<file path="src/rtl/imem_loader.sv">
// imem_loader: byte-stream boot loader that assembles big-endian words into instruction memory.
// Optional trailing XOR checksum byte enabled by defining IMEM_LOADER_CKSUM_EN.
module imem_loader #(
    parameter int MAX_WORDS = 256
) (
    input  logic        clk,
    input  logic        reset,
    input  logic        start_ldr_i,
    input  logic        byte_valid_ldr_i,
    input  logic [7:0]  byte_data_ldr_i,
    output logic        byte_ready_ldr_o,
    output logic        wr_en_imem_ldr_o,
    output logic [31:0] addr_imem_ldr_o,
    output logic [31:0] wr_instr_imem_ldr_o,
    output logic        cpu_hold_ldr_o,
    output logic        done_ldr_o,
    output logic        err_ldr_o
);
    localparam int WCW = $clog2(MAX_WORDS) + 1;

    typedef enum logic [2:0] {
        S_IDLE,
        S_LEN_HI,
        S_LEN_LO,
        S_DATA,
`ifdef IMEM_LOADER_CKSUM_EN
        S_CKSUM,
`endif
        S_DONE,
        S_ERR
    } state_t;

    state_t           r_state;
    logic [7:0]       r_len_hi;
    logic [WCW-1:0]   r_len;
    logic [WCW-1:0]   r_wcnt;
    logic [1:0]       r_bcnt;
    logic [23:0]      r_word;
    logic             r_wr_en;
    logic [31:0]      r_addr;
    logic [31:0]      r_data;
`ifdef IMEM_LOADER_CKSUM_EN
    logic [7:0]       r_cksum;
`endif

    logic             w_acc;
    logic [15:0]      w_len;
    logic [WCW-1:0]   w_wcnt_nx;
    logic             w_last;
    state_t           w_fin_state;

    assign byte_ready_ldr_o    = (r_state == S_LEN_HI) || (r_state == S_LEN_LO) || (r_state == S_DATA)
`ifdef IMEM_LOADER_CKSUM_EN
                                 || (r_state == S_CKSUM)
`endif
                                 ;
    assign w_acc               = byte_valid_ldr_i && byte_ready_ldr_o;
    assign w_len               = {r_len_hi, byte_data_ldr_i};
    assign w_wcnt_nx           = r_wcnt + 1'b1;
    assign w_last              = (w_wcnt_nx == r_len);
`ifdef IMEM_LOADER_CKSUM_EN
    assign w_fin_state         = S_CKSUM;
`else
    assign w_fin_state         = S_DONE;
`endif
    assign wr_en_imem_ldr_o    = r_wr_en;
    assign addr_imem_ldr_o     = r_addr;
    assign wr_instr_imem_ldr_o = r_data;
    assign cpu_hold_ldr_o      = (r_state != S_DONE);
    assign done_ldr_o          = (r_state == S_DONE);
    assign err_ldr_o           = (r_state == S_ERR);

    always_ff @(posedge clk or negedge reset) begin
        if (!reset) begin
            r_state  <= S_IDLE;
            r_len_hi <= '0;
            r_len    <= '0;
            r_wcnt   <= '0;
            r_bcnt   <= '0;
            r_word   <= '0;
            r_wr_en  <= 1'b0;
            r_addr   <= '0;
            r_data   <= '0;
`ifdef IMEM_LOADER_CKSUM_EN
            r_cksum  <= '0;
`endif
        end else begin
            r_wr_en <= 1'b0;
`ifdef IMEM_LOADER_CKSUM_EN
            if (w_acc && r_state != S_CKSUM)
                r_cksum <= r_cksum ^ byte_data_ldr_i;
`endif
            case (r_state)
                S_IDLE, S_DONE, S_ERR: begin
                    if (start_ldr_i) begin
                        r_state <= S_LEN_HI;
                        r_wcnt  <= '0;
                        r_bcnt  <= '0;
`ifdef IMEM_LOADER_CKSUM_EN
                        r_cksum <= '0;
`endif
                    end
                end
                S_LEN_HI: begin
                    if (w_acc) begin
                        r_len_hi <= byte_data_ldr_i;
                        r_state  <= S_LEN_LO;
                    end
                end
                S_LEN_LO: begin
                    if (w_acc) begin
                        r_len   <= w_len[WCW-1:0];
                        r_state <= (w_len > 16'(MAX_WORDS)) ? S_ERR :
                                   (w_len == 16'd0)         ? w_fin_state : S_DATA;
                    end
                end
                S_DATA: begin
                    if (w_acc) begin
                        r_bcnt <= r_bcnt + 2'd1;
                        r_word <= {r_word[15:0], byte_data_ldr_i};
                        // Fourth byte completes the word; the strobe fires next cycle while bytes keep flowing
                        if (r_bcnt == 2'd3) begin
                            r_wr_en <= 1'b1;
                            r_addr  <= {{(30 - WCW){1'b0}}, r_wcnt, 2'b00};
                            r_data  <= {r_word, byte_data_ldr_i};
                            r_wcnt  <= w_wcnt_nx;
                            if (w_last)
                                r_state <= w_fin_state;
                        end
                    end
                end
`ifdef IMEM_LOADER_CKSUM_EN
                S_CKSUM: begin
                    if (w_acc)
                        r_state <= (byte_data_ldr_i == r_cksum) ? S_DONE : S_ERR;
                end
`endif
                default: r_state <= S_IDLE;
            endcase
        end
    end
endmodule

</file>
<file path="config.mk">
export PLATFORM = sky130hd
export DESIGN_NAME = imem_loader
export DESIGN_NICKNAME = d
export VERILOG_FILES = /design/src/rtl/imem_loader.sv
export SDC_FILE = /design/constraint.sdc
export NUM_CORES = 1
export LEC_CHECK = 0
export ABC_AREA = 1
export BUFFER_PORTS_ARGS = -buffer_cell sky130_fd_sc_hd__buf_4
export CORE_UTILIZATION = 30
export CTS_CLUSTER_DIAMETER = 30
export DETAILED_ROUTE_END_ITERATION = 7
export HOLD_SLACK_MARGIN = 0.15
export PLACE_DENSITY = 0.59
export SYNTH_ARGS = -nofsm -noshare
export SYNTH_HDL_FRONTEND = slang
export SYNTH_SLANG_ARGS = --single-unit
</file>
<file path="constraint.sdc">
create_clock -name clk -period 2.1 [get_ports clk]
set_clock_uncertainty 0.2 [all_clocks]
set_input_delay 0.63 -clock clk [delete_from_list [all_inputs] [get_ports clk]]
set_output_delay 0.63 -clock clk [all_outputs]
set_load 0.02 [all_outputs]
</file>
# After elaboration in Yosys (flattened, before gate mapping)
# Index checks and enable logic that the tools add are counted.
dict set report word_totals {
  word_cells 59
  mem_bits_rw 0
  rom_bits 0
  mem_count 0
  inputBits 12
  reg_bits 97
  out_inout_bits 69
  latch_bits 0
}
dict set report op_classes {
  muxes 19
  eq_ne 14
  n_div 0
  n_reduce_logical 14
  magnitude_cmp 1
  shifts 0
  bitwise 0
  n_addsub 2
  multipliers 0
}
# cell n
set op_table {}
lappend op_table {{two-way mux 9 bit} 3}
lappend op_table {{two-way mux 3 bit} 8}
lappend op_table {{case mux 9 bit (2 select lines)} 1}
lappend op_table {{greater-than comparator 16 x 9 -> 1 bit, second input constant} 1}
lappend op_table {{logical NOT 16 bit} 1}
lappend op_table {{case mux 3 bit (4 select lines)} 1}
lappend op_table {{inequality test 2 bit, second input constant} 5}
lappend op_table {{adder 9 x 1 -> 9 bit, second input constant} 1}
lappend op_table {{== test 9 bit} 1}
lappend op_table {{== test 3 x 2 -> 1 bit, second input constant} 2}
lappend op_table {{== test 3 bit, second input constant} 2}
lappend op_table {{AND reduction 2 bit} 3}
lappend op_table {{AND reduction 3 bit} 2}
lappend op_table {{AND reduction 6 bit} 1}
lappend op_table {{two-way mux 2 bit} 2}
lappend op_table {{case mux 2 bit (2 select lines)} 1}
lappend op_table {{AND reduction 4 bit} 1}
lappend op_table {{== test 3 x 1 -> 1 bit, second input constant} 1}
lappend op_table {{logical NOT 3 bit} 1}
lappend op_table {{two-way mux 1 bit} 3}
lappend op_table {{inequality test 3 bit, second input constant} 1}
lappend op_table {{OR reduction 3 bit} 1}
lappend op_table {{adder 2 x 1 -> 2 bit, second input constant} 1}
lappend op_table {{== test 2 bit, second input constant} 1}
lappend op_table {{other kinds (4)} 5}

# Logic depth before layout (Yosys ltp)
# Gate-level depths: netlist (run 1).
dict set report logic_depth {
  depth_word 6
  ltp_mapped 14
  mapped_depth_nobuf 14
}

# Worst setup path after synthesis (run 1)
# No wires, ideal clock.
dict set report synth_timing {
  kind {reg-to-output}
  from {register r_state[1]}
  to {output cpu_hold_ldr_o}
  path_buffers 0
  path_slack_ns 0.069
  required_ns 1.270
  path_stages_with_launch 5
  arrival_ns 1.201
  cell_sequence {dfrtp_1 > inv_1 > nand2_1 > nor2_1 > inv_1}
}
dict set report synth_between {
  elab_chain_cells 1
}
# item line_no
set synth_lines {}
lappend synth_lines {{start, declared} 33} ;# state_t r_state;
lappend synth_lines {{start signal, assigned} 113} ;# r_state <= (w_len > 16'(MAX_WORDS)) ? S_ERR :
lappend synth_lines {{start signal, assigned} 128} ;# r_state <= w_fin_state;
lappend synth_lines {{inequality test 3 bit} 69} ;# assign cpu_hold_ldr_o = (r_state != S_DONE);
lappend synth_lines {{end, declared} 15} ;# output logic cpu_hold_ldr_o,
# Every way passes these cells.

# Worst setup path after layout (run 1)
dict set report layout_timing {
  from {register r_state[1]}
  to {output byte_ready_ldr_o}
}
dict set report layout_between {
  elab_chain_cells 3
  elab_cells_between_ends 5
  cone_classes {eq/ne: 3; reduce/logical: 2}
}
# item line_no
set layout_lines {}
lappend layout_lines {{== test 3 x 1 -> 1 bit / == test 3 x 2 -> 1 bit (equally long branches)} 52} ;# assign byte_ready_ldr_o = (r_state == S_LEN_HI) || (r_state == S_LEN_LO) || (r_state == S_DATA)
lappend layout_lines {{logical OR 1 bit} 52}
lappend layout_lines {{logical OR 1 bit (*)} 52}
lappend layout_lines {{end, declared} 11} ;# output logic byte_ready_ldr_o,
# Every way passes the cells marked *; elsewhere a longest branch is shown, timed or not.

==> results.tsv, run 1 <==
stage	metric	value	unit
synthesis	synth top area cells	dfrtp_1 (57%), nand2_1 (14%), o21ai_0 (8.2%), inv_1 (4.3%), buf_4 (4.0%)	
sta	Final Hold Viols	0	
detailed_routing	Antenna Violating Nets Remaining	0	
floorplanning	die height	121	µm
setup_path	maximum fanout along the worst path	4	
floorplanning	die area	14700	µm²
hold_path	min-delay src	wr_instr_imem_ldr_o[27]	
synthesis	syn avg cell area	8.66	µm²
final_layout	Layout Area Growth over Synthesis	23.3	%
cts	CTS sink count	97	
synthesis	post-synthesis sequential area ratio	56.7	%
hold_path	worst hold path class	register to register	
placed_design	Buffers on Ports	57	
sta	tightest hold margin	0.269	ns
synthesis	ys flop type	dfrtp_1	
sta	Final period util	98.3	%
final_layout	diode count	0	
setup_path	CP endpoint kind	output pin	
global_routing	GRT Residual Overflow	0	
sta	# setup viols final	0	
synthesis	post-synth top area share	56.7	%
outcome	outcome	completed	
floorplanning	IO Pins	81	
floorplanning	Placement Rows	43	
cts	CTS Buf Count	9	
sta	fmax	0.484	GHz
synthesis	Post-synth ARST share	100	%
synthesis	cell with the most instances after synthesis	nand2_1	
cts	Skew-Pair Late Insertion Delay	0.34	ns
cts	CTS tree	yes	
setup_path	critical path class	register to output pin	
floorplanning	Initial Util	30.8	%
cts	Root Buffer	clkbuf_16	
global_routing	first-pass GRT wire length	15.9	mm
detailed_routing	DR vias/cell	4.46	
setup_path	crit-path max cell delay	0.39	ns
final_layout	layout cell share with drive strength beyond 1	20.1	%
synthesis	synthesized area	4280	µm²
setup_path	Top delay family on crit path	flip-flops	
final_layout	Layout Cells excl Fill	751	
final_layout	post-layout net count	581	
setup_path	crit path max-delay cell type	dfrtp_1	
global_routing	initial antenna violation count	0	
synthesis	Synth warnings	0	
synthesis	top cells by count, synth	nand2_1 (156), dfrtp_1 (97), o21ai_0 (70)	
power_and_ir_drop	Leakage	0.00264	µW
placed_design	Post-DP HPWL	6.81	mm
synthesis	largest area contributor in the netlist	dfrtp_1	
run	maxcap violations	0	
sta	Slew Limit Fails	0	
sta	unrepaired setup endpoints after global routing	true	
detailed_routing	first-pass detailed-route iteration total	5	
placed_design	Placer Congestion	0.873	
setup_path	crit path launch type	register	
detailed_routing	WL per Instance	12.6	µm
setup_path	critical-path cell list	inv_2 -> buf_4 -> a21oi_4 -> buf_6	
global_routing	vias in the first global route	3184	
detailed_routing	Starting DRT DRC Count	266	
sta	fin crit period	2.06	ns
synthesis	Gate Count Post-Synth	494	
setup_path	crit path DAT	1.23	ns
final_layout	post-route cell area	5270	µm²
cts	maximum root-to-sink buffer count	2	
placed_design	Post-DP Area	4910	µm²
setup_path	Worst Setup SP	r_state[1]	
power_and_ir_drop	overall power	6810	µW
synthesis	FF+latch count, synth	97	
detailed_routing	DRT Wirelength	9.50	mm
power_and_ir_drop	PwrDens	1290	nW/µm²
global_routing	pin count of the biggest net entering global routing	49	
cts	CTS clk-pin slew, worst paths	0.07	ns
final_layout	Fillers	1409	
sta	Setup TNS Final	0	ns
placed_design	dpl cells	730	
setup_path	R2R Path Start	r_wcnt[0]	
global_routing	gr usage total	13.9	%
floorplanning	Core Region	13900	µm²
power_and_ir_drop	IR drop worst, VDD	619	µV
detailed_routing	Remaining DRCs	0	
detailed_routing	Vias	3350	
synthesis	post-synth cell types	29	
cts	H-tree depth reported by CTS	3	
setup_path	crit path buf inv count	3	
setup_path	Worst Path Required	1.27	ns
floorplanning	DIE WIDTH	121	µm
synthesis	EDFF count, synth	0	
## worst register-to-register path, stage by stage, from the launching register on
cell	delay [ns]
dfrtp_1	0.44
buf_4	0.15
inv_1	0.08
nor2_4	0.15
nand3_1	0.11
nand3_1	0.10
nand2_1	0.07
nor2_1	0.11
nand3_1	0.12
nand2_2	0.11
nand2_1	0.09
nand2_1	0.08
nand2_1	0.05
## stage by stage
stage          utilization [%]  worst slack (ns)
6_report                  38.0            0.0350
5_1_grt                   38.0           -0.0516
4_1_cts                   37.5           0.00722
3_5_place_dp              35.4           -0.0254
3_3_place_gp              35.4             0.153
2_1_floorplan                -            0.0690
## flip-flops by register name (all words and copies together), names as in the netlist
name                 flops
wr_instr_imem_ldr_o     32
r_word                  24
addr_imem_ldr_o          9
r_len                    9
r_wcnt                   9
r_len_hi                 8
r_state                  3
r_bcnt                   2
wr_en_imem_ldr_o         1
## repair_timing
action,CTS,global route
gates resized for setup,7,10
setup endpoints to repair,6,7
gates cloned,0,0
hold buffers,1,0
buffers inserted,1,4
endpoints found under the hold margin,32,0
pin swaps,1,3
## metal layers
metal	GRT usage (%)	part of all wire, %
met5	0	0
met4	5.02	1.9
met3	3.57	5.5
met2	20.7	44
met1	19.4	49
## cells in the final DEF, fill, tap and decap left out, types with 2 or more instances in the layout
cell        instances
nand2_1           155
dfrtp_1            96
buf_4              74
o21ai_0            68
inv_1              47
conb_1             23
nand3_1            19
nor2_1             18
o21ai_1            11
clkbuf_16           9
inv_2               5
o22ai_1             5
nor2_4              4
o21ai_2             3
nand3b_1            3
buf_12              3
nor2_2              2
nand2_2             2
a21oi_1             2
nand4_1             2
nor3_1              2
clkinvlp_4          2
clkinv_2            2
## power breakdown
part           leakage [µW]  internal [µW]  switching, µW  total [µW]
clock network      0.000124            794            683        1480
registers           0.00128           2500            426        2920
logic               0.00123            971           1440        2410
total               0.00264           4260           2550        6810
## area by class of cell
cell class | count | area, µm² | area share, %
Multi-Input combinational cell | 328 | 1520 | 28.9
Clock inverter | 5 | 33.8 | 0.641
Tap cell | 180 | 225 | 4.27
Timing Repair Buffer | 79 | 637 | 12.1
Inverter | 52 | 195 | 3.70
Sequential cell | 97 | 2430 | 46.1
Clock buffer | 10 | 229 | 4.34
## final timing paths
path | to | slack [ns] | cells after the start
worst max register to register | r_state[0] | 0.13 | 12
worst min register to register | wr_instr_imem_ldr_o[27] | 0.27 | 2
min in group asynchronous | wr_instr_imem_ldr_o[29] | 0.61 | 2
worst min-delay path | wr_instr_imem_ldr_o[27] | 0.27 | 2
worst max-delay path | byte_ready_ldr_o | 0.04 | 4
max in group asynchronous | wr_instr_imem_ldr_o[10] | 0.45 | 3
## cell families (layout without fill, tap and decap cells)
| group | Yosys count | count (layout) | share of synthesized area, % |
|---|---|---|---|
| simple gates | 210 | 210 | 20.4 |
| fa+ha+maj | 2 | 2 | 0.585 |
| compound gates | 92 | 92 | 11.2 |
| buf+inv | 91 | 146 | 10.7 |
| flops | 97 | 97 | 56.7 |
| xor+xnor | 1 | 1 | 0.205 |
| other cells | 1 | 23 | 0.0877 |
(Power assumes the default switching activity.)
==> run 2: changes to the inputs <==
- PLACE_DENSITY: 0.59 -> 0.54
==> run 2 against run 1 <==
Compared with the run above:
- core utilization is 0.17 points higher
- routed wire length is 4.0% lower
- die area stayed put
- worst setup slack better by 0.026 ns
- sequential share of layout area is 0.21 points lower
==> results.tsv, run 2 (same netlist as run 1, synthesis figures left out) <==
stage	metric	value	unit
setup_path	crit path buf inv count	2	
global_routing	pin count of the biggest net entering global routing	51	
floorplanning	Core Region	13900	µm²
final_layout	diode count	0	
sta	Max transition margin	66.4	%
cts	Root Buffer	clkbuf_16	
final_layout	Sequential Area	2430	µm²
sta	Slew Limit Fails	0	
final_layout	multi-input logic area	1540	µm²
cts	Skew-Pair Late Insertion Delay	0.33	ns
setup_path	crit path max-delay cell type	dfrtp_1	
hold_path	hold endpoint	wr_instr_imem_ldr_o[30]	
placed_design	Buffers on Ports	57	
detailed_routing	Antenna Violating Nets Remaining	0	
setup_path	crit-path max cell delay	0.44	ns
detailed_routing	Starting DRT DRC Count	210	
global_routing	first-pass GRT wire length	15.4	mm
sta	Final period util	97.1	%
sta	fmax	0.490	GHz
detailed_routing	Remaining DRCs	0	
detailed_routing	DRT Wirelength	9.12	mm
final_layout	most common cell after layout, fill and taps aside	nand2_1	
power_and_ir_drop	Leakage	0.00265	µW
global_routing	vias in the first global route	3202	
placed_design	Placer Congestion	0.831	
placed_design	Post-DP HPWL	6.45	mm
sta	Slew @ Worst Pin	0.503	ns
power_and_ir_drop	overall power	6830	µW
setup_path	Worst Path Required	1.27	ns
setup_path	critical path class	register to output pin	
setup_path	critical-path cell list	inv_2 -> a21oi_2 -> buf_4	
placed_design	pre-CTS setup slack	0.0520	ns
power_and_ir_drop	Reg power frac	42.4	%
floorplanning	IO Pins	81	
final_layout	Layout Area Growth over Synthesis	23.8	%
outcome	outcome	completed	
global_routing	initial antenna violation count	0	
final_layout	layout cell share with drive strength beyond 1	20.4	%
power_and_ir_drop	Gate power share	34.8	%
hold_path	min-delay src	wr_instr_imem_ldr_o[30]	
setup_path	Top delay family on crit path	flip-flops	
setup_path	R2R Path Start	r_wcnt[0]	
setup_path	CP endpoint kind	output pin	
sta	unrepaired setup endpoints after global routing	true	
setup_path	maximum fanout along the worst path	5	
power_and_ir_drop	Clk network pwr share	22.8	%
floorplanning	die height	121	µm
final_layout	most frequent cells in the layout	nand2_1 (154), dfrtp_1 (96), buf_4 (73)	
floorplanning	DIE WIDTH	121	µm
detailed_routing	DR vias/cell	4.35	
floorplanning	Placement Rows	43	
cts	CTS tree	yes	
final_layout	Fillers	1415	
power_and_ir_drop	IR drop worst, VDD	453	µV
final_layout	post-layout net count	580	
power_and_ir_drop	Pint	4340	µW
cts	CTS Buf Count	9	
run	maxcap violations	0	
detailed_routing	WL per Instance	12.2	µm
sta	fin crit period	2.04	ns
cts	H-tree depth reported by CTS	3	
final_layout	max FFs per register	32	
sta	Final Hold Viols	0	
sta	# setup viols final	0	
floorplanning	die area	14700	µm²
setup_path	reg-to-reg slack, setup	0.16	ns
power_and_ir_drop	PwrDens	1290	nW/µm²
power_and_ir_drop	Switching Share	36.5	%
hold_path	Hold Path Cell Cnt	2	
cts	CTS sink count	97	
sta	worst setup margin	0.0612	ns
setup_path	crit path launch type	register	
hold_path	worst hold path class	register to register	
sta	Setup TNS Final	0	ns
detailed_routing	Vias	3261	
global_routing	gr usage total	13.4	%
floorplanning	Initial Util	30.8	%
setup_path	FF-to-FF End	r_state[2]	
detailed_routing	first-pass detailed-route iteration total	5	
power_and_ir_drop	NetSw	2500	µW
cts	CTS clk-pin slew, worst paths	0.06	ns
global_routing	GRT Residual Overflow	0	
setup_path	r2r worst-path depth	11	
cts	maximum root-to-sink buffer count	2	
setup_path	crit path DAT	1.21	ns
## run 2: cell types whose count changed in the layout (fill, tap and decap cells not counted), sizes merged
| cell | delta |
|---|---|
| clkinv | -1 |
| buf | -1 |
| clkinvlp | -2 |
| clkbuf | +2 |
## run 2: stage by stage
step | cells | util (%) | area, µm² | hold WS [ns]
global placement | 730 | 35.4 | 4910 | 0.257
global route | 749 | 38.2 | 5300 | 0.303
detailed placement | 730 | 35.4 | 4910 | 0.259
finish | 749 | 38.2 | 5300 | 0.269
floorplan | 516 | - | 4360 | 0.134
CTS | 746 | 37.5 | 5210 | 0.273
## run 2: worst max-delay path by stage
stage	start	endpoint	slack (ns)	cells after the start
3_3_place_gp	r_wcnt[1]	r_state[1]	0.16	12
5_1_grt	r_wcnt[0]	r_state[1]	-0.02	13
6_report	r_state[0]	byte_ready_ldr_o	0.06	3
3_5_place_dp	r_wcnt[1]	r_state[2]	0.05	12
2_1_floorplan	r_state[1]	cpu_hold_ldr_o	0.07	4
4_1_cts	r_state[0]	byte_ready_ldr_o	0.02	3
## run 2: power groups by stage
stage	clock network [µW]	logic, µW	registers [µW]
2_1_floorplan	0	1210	3160
3_3_place_gp	0	2290	2900
3_5_place_dp	0	2330	2910
4_1_cts	1600	2350	2890
5_1_grt	1670	2690	2990
6_report	1550	2380	2900
## run 2: area by class of cell
| cell class | count | share of cell area, % |
|---|---|---|
| clock inverters | 2 | 0.260 |
| flip-flops and latches | 97 | 45.9 |
| multi-input cells | 328 | 29.0 |
| well taps | 180 | 4.25 |
| inverters | 52 | 3.73 |
| clock buffers | 12 | 5.03 |
| repair buffers | 78 | 11.9 |
## run 2: timing repair
item                                    4_1_cts  5_1_grt
pin swaps                                     0        3
resized for setup                             3       18
gates cloned                                  0        0
hold buffers                                  1        0
endpoints found under the hold margin        26        0
setup buffers                                 1        3
endpoints found under the setup margin        4        6
## run 2: worst register-to-register path, stage by stage (launching register included)
cell     delay, ns
dfrtp_1       0.41
ha_4          0.25
xnor2_1       0.15
nand2_1       0.06
nor2_1        0.11
nand3_1       0.08
nor2_1        0.09
nand3_1       0.11
nand2_2       0.13
nand2_1       0.09
nand2_1       0.09
nand2_1       0.05
## run 2: layer usage
layer | vias up | global-route usage (%) | part of all wire (%)
met1 | 1480 | 18.1 | 49
met3 | 8 | 2.87 | 5.1
li1 | 1674 | - | -
met5 | - | 0 | 0
met4 | 0 | 4.09 | 1.1
met2 | 99 | 21.4 | 44
==> run 3: changes to the inputs <==
- RECOVER_POWER: not set -> 25
==> run 3 against run 2 <==
Compared with the run above:
- via count barely moved
- critical path type unchanged
- die area did not move
- worst setup slack barely moved
- count of clock-buffer cells in the layout did not move
- highest routed layer unchanged
==> results.tsv, run 3 (same netlist as run 1, synthesis figures left out) <==
stage	metric	value	unit
sta	unrepaired setup endpoints after global routing	true	
floorplanning	Initial Util	30.8	%
sta	# setup viols final	0	
setup_path	R2R Path Start	r_wcnt[0]	
placed_design	pre-CTS setup slack	0.0520	ns
detailed_routing	Remaining DRCs	0	
floorplanning	die area	14700	µm²
detailed_routing	Vias	3260	
power_and_ir_drop	PwrDens	1290	nW/µm²
setup_path	Worst Path Required	1.27	ns
setup_path	maximum fanout along the worst path	5	
sta	Max transition margin	51.0	%
setup_path	critical path class	register to output pin	
setup_path	crit-path max cell delay	0.44	ns
detailed_routing	DRT Wirelength	9.12	mm
placed_design	dpl cells	730	
setup_path	crit path DAT	1.21	ns
placed_design	Buffers on Ports	57	
setup_path	CP endpoint kind	output pin	
final_layout	post-layout net count	580	
global_routing	GRT Residual Overflow	0	
sta	Slew Limit Fails	0	
hold_path	worst hold path class	register to register	
sta	worst setup margin	0.0615	ns
placed_design	Placer Congestion	0.831	
sta	Final period util	97.1	%
cts	CTS clk-pin slew, worst paths	0.06	ns
cts	H-tree depth reported by CTS	3	
global_routing	first-pass GRT wire length	15.4	mm
final_layout	most frequent cells in the layout	nand2_1 (154), dfrtp_1 (96), buf_4 (72)	
sta	Final Hold Viols	0	
placed_design	Post-DP HPWL	6.45	mm
final_layout	Layout Area Growth over Synthesis	23.3	%
floorplanning	DIE WIDTH	121	µm
cts	CTS sink count	97	
cts	CTS Buf Count	9	
floorplanning	Placement Rows	43	
setup_path	Worst Setup SP	r_state[0]	
sta	Slew @ Worst Pin	0.736	ns
detailed_routing	first-pass detailed-route iteration total	4	
floorplanning	Core Region	13900	µm²
power_and_ir_drop	IR drop worst, VDD	453	µV
sta	tightest hold margin	0.269	ns
outcome	outcome	completed	
setup_path	Top delay family on crit path	flip-flops	
global_routing	vias in the first global route	3202	
final_layout	layout cell share with drive strength beyond 1	20.4	%
floorplanning	die height	121	µm
cts	Skew-Pair Late Insertion Delay	0.33	ns
sta	Setup TNS Final	0	ns
global_routing	initial antenna violation count	0	
cts	CTS tree	yes	
detailed_routing	DR vias/cell	4.35	
final_layout	post-route cell area	5280	µm²
setup_path	crit path buf inv count	2	
global_routing	gr usage total	13.4	%
power_and_ir_drop	Leakage	0.00265	µW
detailed_routing	WL per Instance	12.2	µm
final_layout	Fillers	1418	
setup_path	critical-path cell list	inv_2 -> a21oi_2 -> buf_4	
floorplanning	IO Pins	81	
cts	maximum root-to-sink buffer count	2	
detailed_routing	Antenna Violating Nets Remaining	0	
sta	fmax	0.491	GHz
final_layout	Layout Cells excl Fill	749	
run	maxcap violations	0	
final_layout	most common cell after layout, fill and taps aside	nand2_1	
sta	fin crit period	2.04	ns
setup_path	crit path max-delay cell type	dfrtp_1	
detailed_routing	Starting DRT DRC Count	210	
global_routing	pin count of the biggest net entering global routing	51	
placed_design	Post-DP Area	4910	µm²
setup_path	crit path launch type	register	
final_layout	max FFs per register	32	
cts	Root Buffer	clkbuf_16	
final_layout	diode count	0	
hold_path	min-delay src	wr_instr_imem_ldr_o[30]	
run 3: timing repair:
item	4_1_cts	5_1_grt
pin swaps	0	3
gates resized for setup	3	18
endpoints found under the setup margin	4	6
hold endpoints to repair	26	0
hold buffers	1	0
setup buffers	1	3
run 3: cell type report:
cell class | count | area [µm²] | area share [%]
inverter | 52 | 198 | 3.75
tap | 180 | 225 | 4.27
clock buffer | 12 | 267 | 5.05
sequential | 97 | 2430 | 46.0
multi-input combinational | 328 | 1540 | 29.1
timing repair buffer | 78 | 609 | 11.5
clock inverter | 2 | 13.8 | 0.261
run 3: power by group:
| part | switching [µW] | internal [µW] | total, µW |
|---|---|---|---|
| sequential | 403 | 2500 | 2900 |
| clock | 666 | 888 | 1550 |
| combinational | 1430 | 948 | 2370 |
run 3: tightest hold or removal path: stages (launching register included):
cell     delay (ns)
dfrtp_1        0.34
nand2_1        0.05
nand2_1        0.04
run 3: path summary, 6_finish.rpt:
kind	slack [ns]	end	cells past startpoint
max in group asynchronous	0.20	wr_en_imem_ldr_o	3
min in group asynchronous	0.69	wr_instr_imem_ldr_o[2]	2
max	0.06	byte_ready_ldr_o	3
max reg2reg	0.16	r_state[2]	11
min	0.27	wr_instr_imem_ldr_o[30]	2
min reg2reg	0.27	wr_instr_imem_ldr_o[30]	2
run 3: metal layers:
layer / vias to the layer above / GRT usage [%] / routed length, µm
met2: 97 / 21.4 / 4050
met4: 0 / 4.09 / 99
met1: 1479 / 18.1 / 4480
met5: - / 0 / 0
li1: 1676 / - / -
met3: 8 / 2.87 / 487
run 3: metrics by stage:
step	util [%]	power, µW
2_1_floorplan	-	4370
3_3_place_gp	35.4	5190
3_5_place_dp	35.4	5240
4_1_cts	37.5	6840
5_1_grt	38.0	7350
6_report	38.0	6830
